[src/rtl/updown_counter_pkg.sv]
// ---------------------------------------------------------------------------
// updown_counter_pkg
//   Shared definitions for updown_counter_param.
//   - CNT_MODE_WRAP / CNT_MODE_SAT : boundary-mode selectors for SATURATE.
//   - CNT_WIDTH_MIN / CNT_WIDTH_MAX : legal counter width range.
//   - cnt_default_max(width)       : default terminal value, 2**width-1.
// ---------------------------------------------------------------------------
package updown_counter_pkg;

  localparam bit CNT_MODE_WRAP = 1'b0;
  localparam bit CNT_MODE_SAT  = 1'b1;

  localparam int unsigned CNT_WIDTH_MIN = 1;
  localparam int unsigned CNT_WIDTH_MAX = 32;

  // Computed in 64 bits so that width=32 does not overflow.
  function automatic longint unsigned cnt_default_max(input int unsigned width);
    return (64'd1 << width) - 64'd1;
  endfunction

endpackage

[src/rtl/updown_counter_param.sv]
// ---------------------------------------------------------------------------
// updown_counter_param
//   Parametrised modulo-N up/down counter with wrap or saturate mode,
//   count enable, synchronous clamped parallel load, boundary flags,
//   a registered terminal-count pulse and sticky overflow/underflow flags.
//
// Parameters
//   WIDTH     counter width, 1..32
//   MAX_VAL   terminal (highest) count, 1..2**WIDTH-1
//   SATURATE  CNT_MODE_WRAP (modulo MAX_VAL+1) or CNT_MODE_SAT (hold at bound)
//
// Ports
//   clk        in   rising-edge clock
//   reset      in   asynchronous active-low reset
//   en         in   count enable
//   up         in   direction, 1 = increment, 0 = decrement
//   load       in   synchronous parallel load (priority over en)
//   load_val   in   value to load, clamped to MAX_VAL
//   clr_flags  in   synchronous clear of ovf/unf (a same-edge set wins)
//   cout       out  registered count
//   at_max     out  cout == MAX_VAL (combinational)
//   at_min     out  cout == 0 (combinational)
//   tc         out  one-cycle pulse after each boundary step
//   ovf        out  sticky: increment attempted at MAX_VAL
//   unf        out  sticky: decrement attempted at 0
// ---------------------------------------------------------------------------
module updown_counter_param
  import updown_counter_pkg::*;
#(
  parameter int unsigned     WIDTH    = 4,
  parameter longint unsigned MAX_VAL  = cnt_default_max(WIDTH),
  parameter bit              SATURATE = CNT_MODE_WRAP
) (
  input  logic             clk,
  input  logic             reset,
  input  logic             en,
  input  logic             up,
  input  logic             load,
  input  logic [WIDTH-1:0] load_val,
  input  logic             clr_flags,
  output logic [WIDTH-1:0] cout,
  output logic             at_max,
  output logic             at_min,
  output logic             tc,
  output logic             ovf,
  output logic             unf
);

  // Elaboration-time legality checks on the parameters.
  if (WIDTH < CNT_WIDTH_MIN || WIDTH > CNT_WIDTH_MAX) begin : g_bad_width
    $error("updown_counter_param: WIDTH must be in 1..32");
  end
  if (MAX_VAL < 1 || MAX_VAL > cnt_default_max(WIDTH)) begin : g_bad_max
    $error("updown_counter_param: MAX_VAL must be in 1..2**WIDTH-1");
  end

  localparam logic [WIDTH-1:0] MAX_C = MAX_VAL[WIDTH-1:0];
  localparam logic [WIDTH-1:0] ONE_C = WIDTH'(1);
  localparam logic [WIDTH-1:0] ZERO_C = '0;

  logic             step;
  logic             ovf_evt;
  logic             unf_evt;
  logic [WIDTH-1:0] load_clamped;

  assign at_max = (cout == MAX_C);
  assign at_min = (cout == ZERO_C);

  // A count step only happens when load does not take priority.
  assign step    = en & ~load;
  assign ovf_evt = step &  up & at_max;
  assign unf_evt = step & ~up & at_min;

  assign load_clamped = (load_val > MAX_C) ? MAX_C : load_val;

  always_ff @(posedge clk or negedge reset) begin
    if (!reset) begin
      cout <= '0;
      tc   <= 1'b0;
      ovf  <= 1'b0;
      unf  <= 1'b0;
    end else begin
      if (load) begin
        cout <= load_clamped;
      end else if (en) begin
        if (up) begin
          if (!at_max)
            cout <= cout + ONE_C;
          else if (SATURATE == CNT_MODE_WRAP)
            cout <= ZERO_C;
        end else begin
          if (!at_min)
            cout <= cout - ONE_C;
          else if (SATURATE == CNT_MODE_WRAP)
            cout <= MAX_C;
        end
      end

      // Saturated with en held high keeps raising an event every cycle,
      // so tc stays high on each of those cycles.
      tc <= ovf_evt | unf_evt;

      // A new event on the same edge as clr_flags leaves the flag set.
      ovf <= ovf_evt | (ovf & ~clr_flags);
      unf <= unf_evt | (unf & ~clr_flags);
    end
  end

endmodule

[config.mk]
export PLATFORM = sky130hd
export DESIGN_NAME = updown_counter_param
export DESIGN_NICKNAME = d
export VERILOG_FILES = /design/src/rtl/updown_counter_pkg.sv /design/src/rtl/updown_counter_param.sv
export SDC_FILE = /design/constraint.sdc
export NUM_CORES = 1
export LEC_CHECK = 0
export ABC_AREA = 0
export BUFFER_PORTS_ARGS = -buffer_cell sky130_fd_sc_hd__buf_2
export CORE_AREA = 2 2 39 41
export DETAILED_ROUTE_END_ITERATION = 10
export DIE_AREA = 0 0 41 43
export PLACE_DENSITY = 0.68
export SYNTH_ARGS = -nofsm -noshare
export SYNTH_HDL_FRONTEND = slang
export SYNTH_SLANG_ARGS = --single-unit
[constraint.sdc]
create_clock -name clk -period 1.6 [get_ports clk]
set_input_delay 0.08 -clock clk [delete_from_list [all_inputs] [get_ports clk]]
set_output_delay 0.08 -clock clk [all_outputs]
set_load 0.005 [all_outputs]
* Word-level counts from Yosys, hierarchy flattened
Index checks and enable logic that the tools add are counted.
Word-level totals: flip-flop bits (word level) 7, input port bits 10, logic and storage cells 29
Cells by class: $add $sub $neg 2, $lt $le $gt $ge 1, equal/unequal tests 1, mux-type cells 6, bitwise operators 13, reductions and logical operators 2
Operator list (count):
- $mux 4 | 6
- $and 1x1->1 | 7
- $add 4x1->4 const B | 1
- $eq 4x4->1 const B | 1
- $gt 4x4->1 const B | 1
- $logic_not 4->1 | 1
- $sub 4x1->4 const B | 1
- $not 1->1 | 3
- $or 1x1->1 | 3
- $reduce_bool 2->1 | 1

* Longest topological paths before layout
Gate-level depths: netlist (run 1).
depth after elaboration 5, depth in mapped cells 6, depth with buffers taken out 6

* Worst setup path before layout (run 1)
OpenSTA, ideal clock, no wires.
path type reg-to-reg, start register cout[0], end register cout[2], library setup time 125 ps, arrival time 1333 ps, data required time 1475 ps, path slack 143 ps, cell stages (with the launch flop) 7, period minus slack after synthesis 1457 ps, cells stage by stage dfrtp_1 -> inv_1 -> ha_1 -> mux2_4 -> nand2_2 -> xnor2_1 -> mux2_2
Between the ends: cells in the longest elaborated chain, start to end 5, elaborated cells on any way between the ends 9, those cells by class 2 x add/sub; 1 x eq/ne; 5 x mux; 1 x reduce/logical
RTL lines:
- from (decl) | line updown_counter_param.sv:41 | output logic [WIDTH-1:0] cout,
- from (signal assigned) | line updown_counter_param.sv:84 | cout <= load_clamped;
- from (signal assigned) | line updown_counter_param.sv:88 | cout <= cout + ONE_C;
- from (signal assigned) | line updown_counter_param.sv:93 | cout <= cout - ONE_C;
- $sub 4x1->4, or another cell as far along | line updown_counter_param.sv:93
- $mux 4 (on tied branches) | line updown_counter_param.sv:92, updown_counter_param.sv:87
- $mux 4 * | line updown_counter_param.sv:86 | if (up) begin
- $mux 4 * | line updown_counter_param.sv:85 | end else if (en) begin
- $mux 4 * | line updown_counter_param.sv:83 | if (load) begin
Every way passes the cells marked *; elsewhere a longest branch is shown, timed or not. The select of a mux whose other input is x is not followed. A chain may end at the register's enable or synchronous reset.

* Worst setup path after layout (run 1)
start register cout[1], end output port at_min
Between the ends: cells in the longest elaborated chain, start to end 1
RTL lines:
- $logic_not 4->1 | line updown_counter_param.sv:67 | assign at_min = (cout == ZERO_C);
- to (decl) | line updown_counter_param.sv:43 | output logic at_min,
Every way passes these cells.

==> results of run 1 <==
[metrics by stage]
step	total power, mW	instances	instance area, um^2	hold slack [ns]
6_report	0.547	85	586	0.0194
5_1_grt	0.594	85	586	0.00769
4_1_cts	0.559	85	584	0.0112
3_5_place_dp	0.385	80	548	-0.0771
3_3_place_gp	0.380	80	548	-0.0818
2_1_floorplan	0.324	47	445	-0.216
[power by group]
group          switching [mW]  total (mW)  leakage (nW)  internal [mW]
clock network          0.0685       0.164        0.0150         0.0954
logic                  0.0666       0.153         0.197         0.0869
registers              0.0330       0.230        0.0878          0.197
[final timing paths]
| check | startpoint | endpoint | depth (start not counted) |
|---|---|---|---|
| worst max register to register | cout[0]$_DFFE_PN0P_ | cout[2]$_DFFE_PN0P_ | 6 |
| worst min register to register | unf$_DFF_PN0_ | unf$_DFF_PN0_ | 2 |
| max in group asynchronous | reset | cout[1]$_DFFE_PN0P_ | 2 |
| min in group asynchronous | reset | cout[2]$_DFFE_PN0P_ | 2 |
| worst max-delay path | cout[1]$_DFFE_PN0P_ | at_min | 4 |
| worst min-delay path | clr_flags | ovf$_DFF_PN0_ | 2 |
[state kept, by name (all words and copies together) (netlist names)]
register / count
unf: 1
cout: 4
ovf: 1
tc: 1
[layer usage]
layer | GRT usage | part of all wire | vias up
met5 | 0 | 0 | -
met2 | 0.172 | 0.47 | 18
li1 | - | - | 209
met4 | 0.0400 | 0 | 0
met1 | 0.161 | 0.43 | 184
met3 | 0.0942 | 0.10 | 0
[synth_stat cells, types with 2 or more instances]
cell / n / area (um^2)
nand2_1: 3 / 11.3
dfrtp_1: 7 / 175
a21oi_1: 3 / 15.0
o21ai_0: 4 / 20.0
nand3b_1: 2 / 15.0
ha_1: 2 / 25.0
nand3_1: 3 / 15.0
inv_1: 4 / 15.0
xnor2_1: 3 / 26.3
nor3b_1: 2 / 15.0
[area by class of cell]
type / instances / area (um^2) / share of cell area
Multi-Input combinational cell: 34 / 240 / 0.410
Sequential cell: 7 / 176 / 0.301
Timing Repair Buffer: 20 / 108 / 0.184
Clock buffer: 4 / 26.3 / 0.0449
Tap cell: 16 / 20.0 / 0.0342
Inverter: 4 / 15.0 / 0.0256
[what timing repair did]
item	4_1_cts	5_1_grt
setup endpoints to repair	0	1
hold buffers	1	0
gates resized for setup	0	1
hold endpoints to repair	7	0
setup buffers	0	0
[cell families after synthesis]
family          count (synthesis)  share of synthesized area
compound gates                  9                      0.115
xor+xnor                        3                     0.0590
fa+ha+maj                       2                     0.0562
buf+inv                         6                     0.0674
flops                           7                      0.393
mux                             3                     0.0814
simple gates                   17                      0.228
==> flow_metrics.env, run 1 <==
export IMPL_post_route_period_util=0.911
export IMPL_gr_total_overflow=0
export IMPL_grt_usage=0.130
export IMPL_setup_ws_ns=0.142
export IMPL_syn_inst=47
export IMPL_fmax_mhz=686
export IMPL_antenna_left=0
export IMPL_max_slew_margin=0.814
export IMPL_fp_dieW_um=41
export IMPL_place_ws_ns=0.104
export IMPL_synth_edf_count=0
export IMPL_drive_gt1_frac=0.377
export IMPL_ys_warn_count=0
export IMPL_cp_top_family="flip-flops"
export IMPL_crit_path_max_fanout=8
export IMPL_die_y_um=43
export IMPL_arrival_ns=1.38
export IMPL_hold_viol_final=0
export IMPL_cap_violations=0
export IMPL_async_reset_ff_frac=1.00
export IMPL_rows=14
export IMPL_h_tree_depth=1
export IMPL_finalSetupViolations=0
export IMPL_worstPathCellList="inv_1 -> ha_1 -> nor3b_1 -> buf_2"
export IMPL_status="completed"
export IMPL_cpMaxStageDelayCell="dfrtp_2"
export IMPL_min_period_ns=1.46
export IMPL_synth_seq_area_share=0.393
export IMPL_antenna_found_initial=0
export IMPL_dieArea_mm2=0.00176
export IMPL_num_vias=411
export IMPL_hpwl_um=722
export IMPL_worst_slew_pin_slew_ns=0.276
export IMPL_cts_sinks=7
export IMPL_critPathCaptureType="output port"
export IMPL_synth_cell_area_um2=445
export IMPL_drt_iter0_drc=10
export IMPL_synth_cell_types=24
export IMPL_grt_first_pass_wirelength_um=1490
export IMPL_dr_pass1_iters=4
export IMPL_root_buffer="clkbuf_4"
export IMPL_layout_commonest_cell="buf_2"
export IMPL_power_density_mw_per_mm2=935
export IMPL_cp_start_kind="register"
export IMPL_cts_buffers=3
export IMPL_cp_data_required_time_ns=1.52
export IMPL_core_mm2=0.00138
export IMPL_final_setup_tns_ns=0
export IMPL_final_util=0.423
export IMPL_n_antenna_cell=0
export IMPL_grt_max_degree=11
export IMPL_drc=0
export IMPL_area_growth_pct=31.5
export IMPL_final_cell_mix="buf_2, dfrtp_1, inv_1, o21ai_0"
export IMPL_r2r_setup_slack_ns=0.16
export IMPL_layout_nets=82
export IMPL_ys_ff_latch=7
export IMPL_finalMaxSlewViolations=0
export IMPL_syn_avg_cell_area_um2=9.48
export IMPL_routabilityCongestion=0.781
export IMPL_synth_nets=59
export IMPL_clk_pin_slew_ns=0.05
export IMPL_grt_pass1_vias=352
export IMPL_port_buffers=18
export IMPL_wl_per_cell_um=11.1
export IMPL_avgViaCountPerCell=4.84
export IMPL_clk_path_buf_depth=2
export IMPL_synth_main_ff_cell="dfrtp_1"
export IMPL_fin_skew_ns=0.00170
export IMPL_ios=19
export IMPL_grt_setup_unrepaired="false"
export IMPL_slowest_delay_ns=0.45
export IMPL_leakage_nw=0.299
export IMPL_drt_total_wl_um=946
export IMPL_cts_tree="built"
export IMPL_crit_type="register to output port"
export IMPL_ir_drop_uv=518
export IMPL_start_util=0.322
export IMPL_fill_cells=151
export IMPL_clk_insertion_delay_late_ns=0.25
export IMPL_hold_class="input port to register"
export IMPL_crit_buf_inv=2
No activity file was read; power rests on OpenSTA's default activity.
==> run 2: changes to the inputs <==
Settings changed: RECOVER_POWER from default to 50.
==> run 2 against run 1 <==
  * Register-to-register slack about the same
  * Cell count unchanged
  * Worst hold slack about the same
  * Design area decreased by 0.85%
  * Total power decreased by 0.10%
  * Routed wire length increased by 0.32%
  * Die area unchanged
  * Sequential cell count unchanged
  * Global-route usage unchanged
  * Maximum frequency about the same
  * Largest cell class unchanged
==> flow_metrics.env, run 2 (synthesized netlist as in run 1, its figures left out) <==
export IMPL_seqPwrFrac=0.421
export IMPL_dieArea_mm2=0.00176
export IMPL_die_y_um=43
export IMPL_crit_path_max_fanout=8
export IMPL_worst_slew_pin_slew_ns=0.394
export IMPL_start_util=0.322
export IMPL_hold_path_depth=2
export IMPL_power_density_mw_per_mm2=942
export IMPL_hold_path_startpoint="clr_flags"
export IMPL_crit_type="register to output port"
export IMPL_fmax_mhz=686
export IMPL_clk_insertion_delay_late_ns=0.25
export IMPL_wl_per_cell_um=11.2
export IMPL_p_sw_frac=0.308
export IMPL_grt_first_pass_wirelength_um=1490
export IMPL_grt_usage=0.130
export IMPL_drc=0
export IMPL_r2r_end="cout[2]$_DFFE_PN0P_"
export IMPL_final_cell_mix="buf_2, dfrtp_1, clkbuf_1"
export IMPL_clkPwrFrac=0.300
export IMPL_largest_reg_flops=4
export IMPL_drt_total_wl_um=949
export IMPL_power_switching_mw=0.168
export IMPL_drive_gt1_frac=0.319
export IMPL_cts_tree="built"
export IMPL_hpwl_um=722
export IMPL_fin_skew_ns=0.00170
export IMPL_finalSetupViolations=0
export IMPL_num_vias=412
export IMPL_area_growth_pct=30.3
export IMPL_critPathCaptureType="output port"
export IMPL_grt_max_degree=11
export IMPL_fp_dieW_um=41
export IMPL_fin_cells=85
export IMPL_post_route_period_util=0.912
export IMPL_hold_class="input port to register"
export IMPL_routabilityCongestion=0.781
export IMPL_cts_sinks=7
export IMPL_hold_end="ovf$_DFF_PN0_"
export IMPL_p_int_mw=0.379
export IMPL_final_setup_tns_ns=0
export IMPL_antenna_left=0
export IMPL_leakage_nw=0.284
export IMPL_port_buffers=18
export IMPL_r2r_setup_slack_ns=0.16
export IMPL_holdWs_ns=0.0192
export IMPL_timing_rr_start="cout[0]$_DFFE_PN0P_"
export IMPL_layout_commonest_cell="buf_2"
export IMPL_avgViaCountPerCell=4.85
export IMPL_grt_setup_unrepaired="false"
export IMPL_cap_violations=0
export IMPL_finalMaxSlewViolations=0
export IMPL_arrival_ns=1.38
export IMPL_rows=14
export IMPL_layout_nets=82
export IMPL_max_slew_margin=0.737
export IMPL_status="completed"
export IMPL_dr_pass1_iters=4
export IMPL_root_buffer="clkbuf_4"
export IMPL_antenna_found_initial=0
export IMPL_cp_start_kind="register"
export IMPL_ir_drop_uv=518
export IMPL_ios=19
export IMPL_cp_data_required_time_ns=1.52
export IMPL_drt_iter0_drc=10
export IMPL_top_register="cout"
export IMPL_h_tree_depth=1
export IMPL_r2r_cells=6
export IMPL_hold_viol_final=0
export IMPL_clk_path_buf_depth=2
export IMPL_n_antenna_cell=0
export IMPL_final_util=0.420
export IMPL_clk_pin_slew_ns=0.05
export IMPL_gr_total_overflow=0
export IMPL_cts_buffers=3
export IMPL_grt_pass1_vias=352
export IMPL_min_period_ns=1.46
export IMPL_fill_cells=152
export IMPL_core_mm2=0.00138
export IMPL_place_inst=80
export IMPL_p_comb_frac=0.279
[run 2: cell count changes in the layout (fill, tap and decap cells not counted)]
cell,previous run,this run
clkbuf_1,1,5
buf_2,18,14
[run 2: worst max-delay path by stage]
stage | from | cells past startpoint | slack (ns) | end
floorplan | cout[0]$_DFFE_PN0P_ | 6 | 0.14 | cout[2]$_DFFE_PN0P_
global placement | cout[1]$_DFFE_PN0P_ | 6 | 0.17 | cout[2]$_DFFE_PN0P_
detailed placement | cout[1]$_DFFE_PN0P_ | 6 | 0.10 | cout[2]$_DFFE_PN0P_
CTS | cout[1]$_DFFE_PN0P_ | 6 | 0.09 | cout[2]$_DFFE_PN0P_
global route | cout[1]$_DFFE_PN0P_ | 4 | 0.04 | at_min
finish | cout[1]$_DFFE_PN0P_ | 4 | 0.14 | at_min
[run 2: critical path, stage by stage (launching register included)]
cell and delay [ns]:
dfrtp_2 0.45, inv_1 0.08, ha_1 0.16, nor3b_1 0.27, buf_2 0.17
[run 2: area by class of cell]
class | count | area [um^2] | area share
Clock buffer | 4 | 26.3 | 0.0453
Inverter | 4 | 15.0 | 0.0259
Multi-Input combinational cell | 34 | 240 | 0.414
Sequential cell | 7 | 176 | 0.304
Tap cell | 16 | 20.0 | 0.0345
Timing Repair Buffer | 20 | 103 | 0.177
[run 2: per-layer routing]
metal  global-route usage  vias up  share of wire  wire, um
met5                    0        -              0         0
met3               0.0942        0           0.10        99
met1                0.161      185           0.43       408
met4               0.0400        0              0         0
met2                0.172       18           0.46       440
li1                     -      209              -         -
[run 2: power by group through the flow]
stage | logic [mW] | clock network, mW | registers [mW]
floorplan | 0.0947 | 0 | 0.230
global placement | 0.149 | 0 | 0.231
detailed placement | 0.153 | 0 | 0.232
CTS | 0.156 | 0.174 | 0.229
global route | 0.172 | 0.187 | 0.235
finish | 0.153 | 0.164 | 0.230
[run 2: timing repair]
item,4_1_cts,5_1_grt
endpoints found under the setup margin,0,1
resized for setup,0,1
hold endpoints to repair,7,0
hold buffers,1,0
buffers inserted,0,0
[run 2: through the flow]
step | worst slack [ns] | power, mW | instance area (um^2)
floorplan | 0.143 | 0.324 | 445
global placement | 0.171 | 0.380 | 548
detailed placement | 0.104 | 0.385 | 548
CTS | 0.0926 | 0.559 | 584
global route | 0.0397 | 0.593 | 581
finish | 0.142 | 0.547 | 581
==> run 3: changes to the inputs <==
Settings changed: PLACE_DENSITY 0.68 to 0.71.
Clock period 1.6 ns to 1.22 ns, I/O delays scaled along.
==> run 3 against run 2 <==
  * The flow now finishes with violations (setup timing)
  * Die area stayed put
  * Setup slack got worse by 0.28 ns
  * Global-route usage grew 0.95 points
  * Critical endpoint is now cout[2]$_DFFE_PN0P_
  * Clock-buffer cell count unchanged
==> flow_metrics.env, run 3 (synthesized netlist as in run 1, its figures left out) <==
export IMPL_critPathCaptureType="register"
export IMPL_power_density_mw_per_mm2=1190
export IMPL_grt_usage=0.139
export IMPL_fin_skew_ns=0.00105
export IMPL_power_switching_mw=0.253
export IMPL_cts_sinks=7
export IMPL_core_mm2=0.00138
export IMPL_avgViaCountPerCell=4.89
export IMPL_drive_gt1_frac=0.500
export IMPL_rows=14
export IMPL_area_growth_pct=49.7
export IMPL_cts_setup_buffers=0
export IMPL_post_route_period_util=1.11
export IMPL_cp_data_required_time_ns=1.36
export IMPL_busiest_layer="met2"
export IMPL_worstSetupEndpoint="cout[2]$_DFFE_PN0P_"
export IMPL_top_register="cout"
export IMPL_slowest_delay_ns=0.40
export IMPL_grt_max_degree=11
export IMPL_place_ws_ns=-0.133
export IMPL_fmax_mhz=737
export IMPL_final_setup_tns_ns=-0.311
export IMPL_r2r_setup_slack_ns=-0.14
export IMPL_worst_slew_pin_slew_ns=0.386
export IMPL_clkPwrFrac=0.272
export IMPL_gr_total_overflow=0
export IMPL_arrival_ns=1.50
export IMPL_fp_dieW_um=41
export IMPL_cap_violations=0
export IMPL_dr_pass1_iters=3
export IMPL_grt_setup_unrepaired="true"
export IMPL_p_int_mw=0.539
export IMPL_max_slew_margin=0.743
export IMPL_clk_insertion_delay_late_ns=0.25
export IMPL_final_util=0.482
export IMPL_setup_ws_ns=-0.136
export IMPL_hold_viol_final=0
export IMPL_fin_cells=88
export IMPL_timing_rr_start="cout[1]$_DFFE_PN0P_"
export IMPL_cts_buffers=3
export IMPL_layout_nets=85
export IMPL_hpwl_um=752
export IMPL_die_y_um=43
export IMPL_ios=19
export IMPL_r2r_cells=6
export IMPL_crit_type="register to register"
export IMPL_ir_drop_uv=812
export IMPL_start_util=0.322
export IMPL_routabilityCongestion=0.752
export IMPL_cp_start_kind="register"
export IMPL_gr_usage_met1=0.150
export IMPL_r2r_end="cout[2]$_DFFE_PN0P_"
export IMPL_cts_tree="built"
export IMPL_grt_first_pass_wirelength_um=1590
export IMPL_layout_commonest_cell="buf_2"
export IMPL_violations="setup timing"
export IMPL_finalSetupViolations=3
export IMPL_leakage_nw=0.315
export IMPL_drt_iter0_drc=4
export IMPL_min_period_ns=1.36
export IMPL_n_antenna_cell=0
export IMPL_p_sw_frac=0.320
export IMPL_grt_pass1_vias=386
export IMPL_h_tree_depth=1
export IMPL_p_comb_frac=0.344
export IMPL_dieArea_mm2=0.00176
export IMPL_worstPathCellList="inv_2 -> ha_4 -> mux2_4 -> nand2_2 -> xnor2_1 -> mux2_2"
export IMPL_finalPower_mw=0.792
export IMPL_antenna_found_initial=0
export IMPL_clk_path_buf_depth=2
export IMPL_met3_usage=0.0942
export IMPL_num_vias=430
export IMPL_root_buffer="clkbuf_4"
export IMPL_drt_total_wl_um=1060
export IMPL_status="finished with violations"
export IMPL_place_inst=82
export IMPL_hold_class="input port to register"
export IMPL_seqPwrFrac=0.384
export IMPL_port_buffers=18
export IMPL_crit_start="cout[1]$_DFFE_PN0P_"
export IMPL_crit_path_max_fanout=3
export IMPL_gr_usage_met2=0.222
export IMPL_fill_cells=142
export IMPL_finalMaxSlewViolations=0
export IMPL_clk_pin_slew_ns=0.05
export IMPL_final_cell_mix="buf_2, dfrtp_1, nand2_1, clkbuf_4, clkbuf_1"
export IMPL_antenna_left=0
export IMPL_drc=0
export IMPL_cpMaxStageDelayCell="dfrtp_2"
export IMPL_largest_reg_flops=4
export IMPL_wl_per_cell_um=12.0
[run 3: changes by cell type in the layout (fill, tap and decap cells not counted), moves of 2 or more]
cell      before  now
o21ai_1        0    2
ha_4           0    2
ha_1           2    0
inv_1          4    2
inv_2          0    2
o21ai_0        4    2
buf_2         14   16
clkbuf_1       5    3
[run 3: layer usage]
metal,share of wire,vias up
met2,0.50,14
li1,-,217
met4,0,0
met5,0,-
met1,0.43,199
met3,0.069,0
[run 3: final cells by class]
| cell class | count | area, um^2 | share of cell area |
|---|---|---|---|
| multi-input cells | 34 | 294 | 0.441 |
| flip-flops and latches | 7 | 178 | 0.266 |
| repair buffers | 23 | 134 | 0.201 |
| clock buffers | 4 | 26.3 | 0.0394 |
| well taps | 16 | 20.0 | 0.0300 |
| inverters | 4 | 15.0 | 0.0225 |
[run 3: how the worst min path moves through the flow]
stage,slack (ns),cells after the start,start,to
after floorplan,-0.23,0,reset,cout[0]$_DFFE_PN0P_
after global placement,-0.1,1,reset,tc$_DFF_PN0_
after detailed placement,-0.09,1,reset,tc$_DFF_PN0_
after CTS,0.006,3,load_val[0],cout[0]$_DFFE_PN0P_
after global routing,0.03,3,load_val[0],cout[0]$_DFFE_PN0P_
final,0.02,3,load_val[0],cout[0]$_DFFE_PN0P_
[run 3: timing repair]
| item | CTS | global route |
|---|---|---|
| endpoints found under the setup margin | 5 | 7 |
| hold endpoints to repair | 7 | 1 |
| pin swaps | 2 | 1 |
| hold buffers | 1 | 1 |
| resized for setup | 2 | 6 |
[run 3: metrics by stage]
stage               hold slack [ns]  area (um^2)
global placement             -0.100          586
floorplan                    -0.235          468
global route                 0.0266          667
CTS                         0.00647          636
finish                       0.0156          667
detailed placement          -0.0928          586
[run 3: worst max-delay path: cells and delay by family, from the launching register on]
kind | cells | cell delay (ns)
DFF | 1 | 0.40
muxes | 2 | 0.52
and+or+nand+nor | 1 | 0.06
buffers and inverters | 1 | 0.05
xor gates and xnor gates | 1 | 0.05
adders and majority gates | 1 | 0.15
[run 3: power by group through the flow]
stage                     Sequential (mW)  Combinational [mW]  Clock [mW]
final                               0.304               0.273       0.216
after detailed placement            0.307               0.226           0
after floorplan                     0.311               0.129           0
after CTS                           0.303               0.244       0.224
after global placement              0.306               0.223           0
after global routing                0.311               0.299       0.238
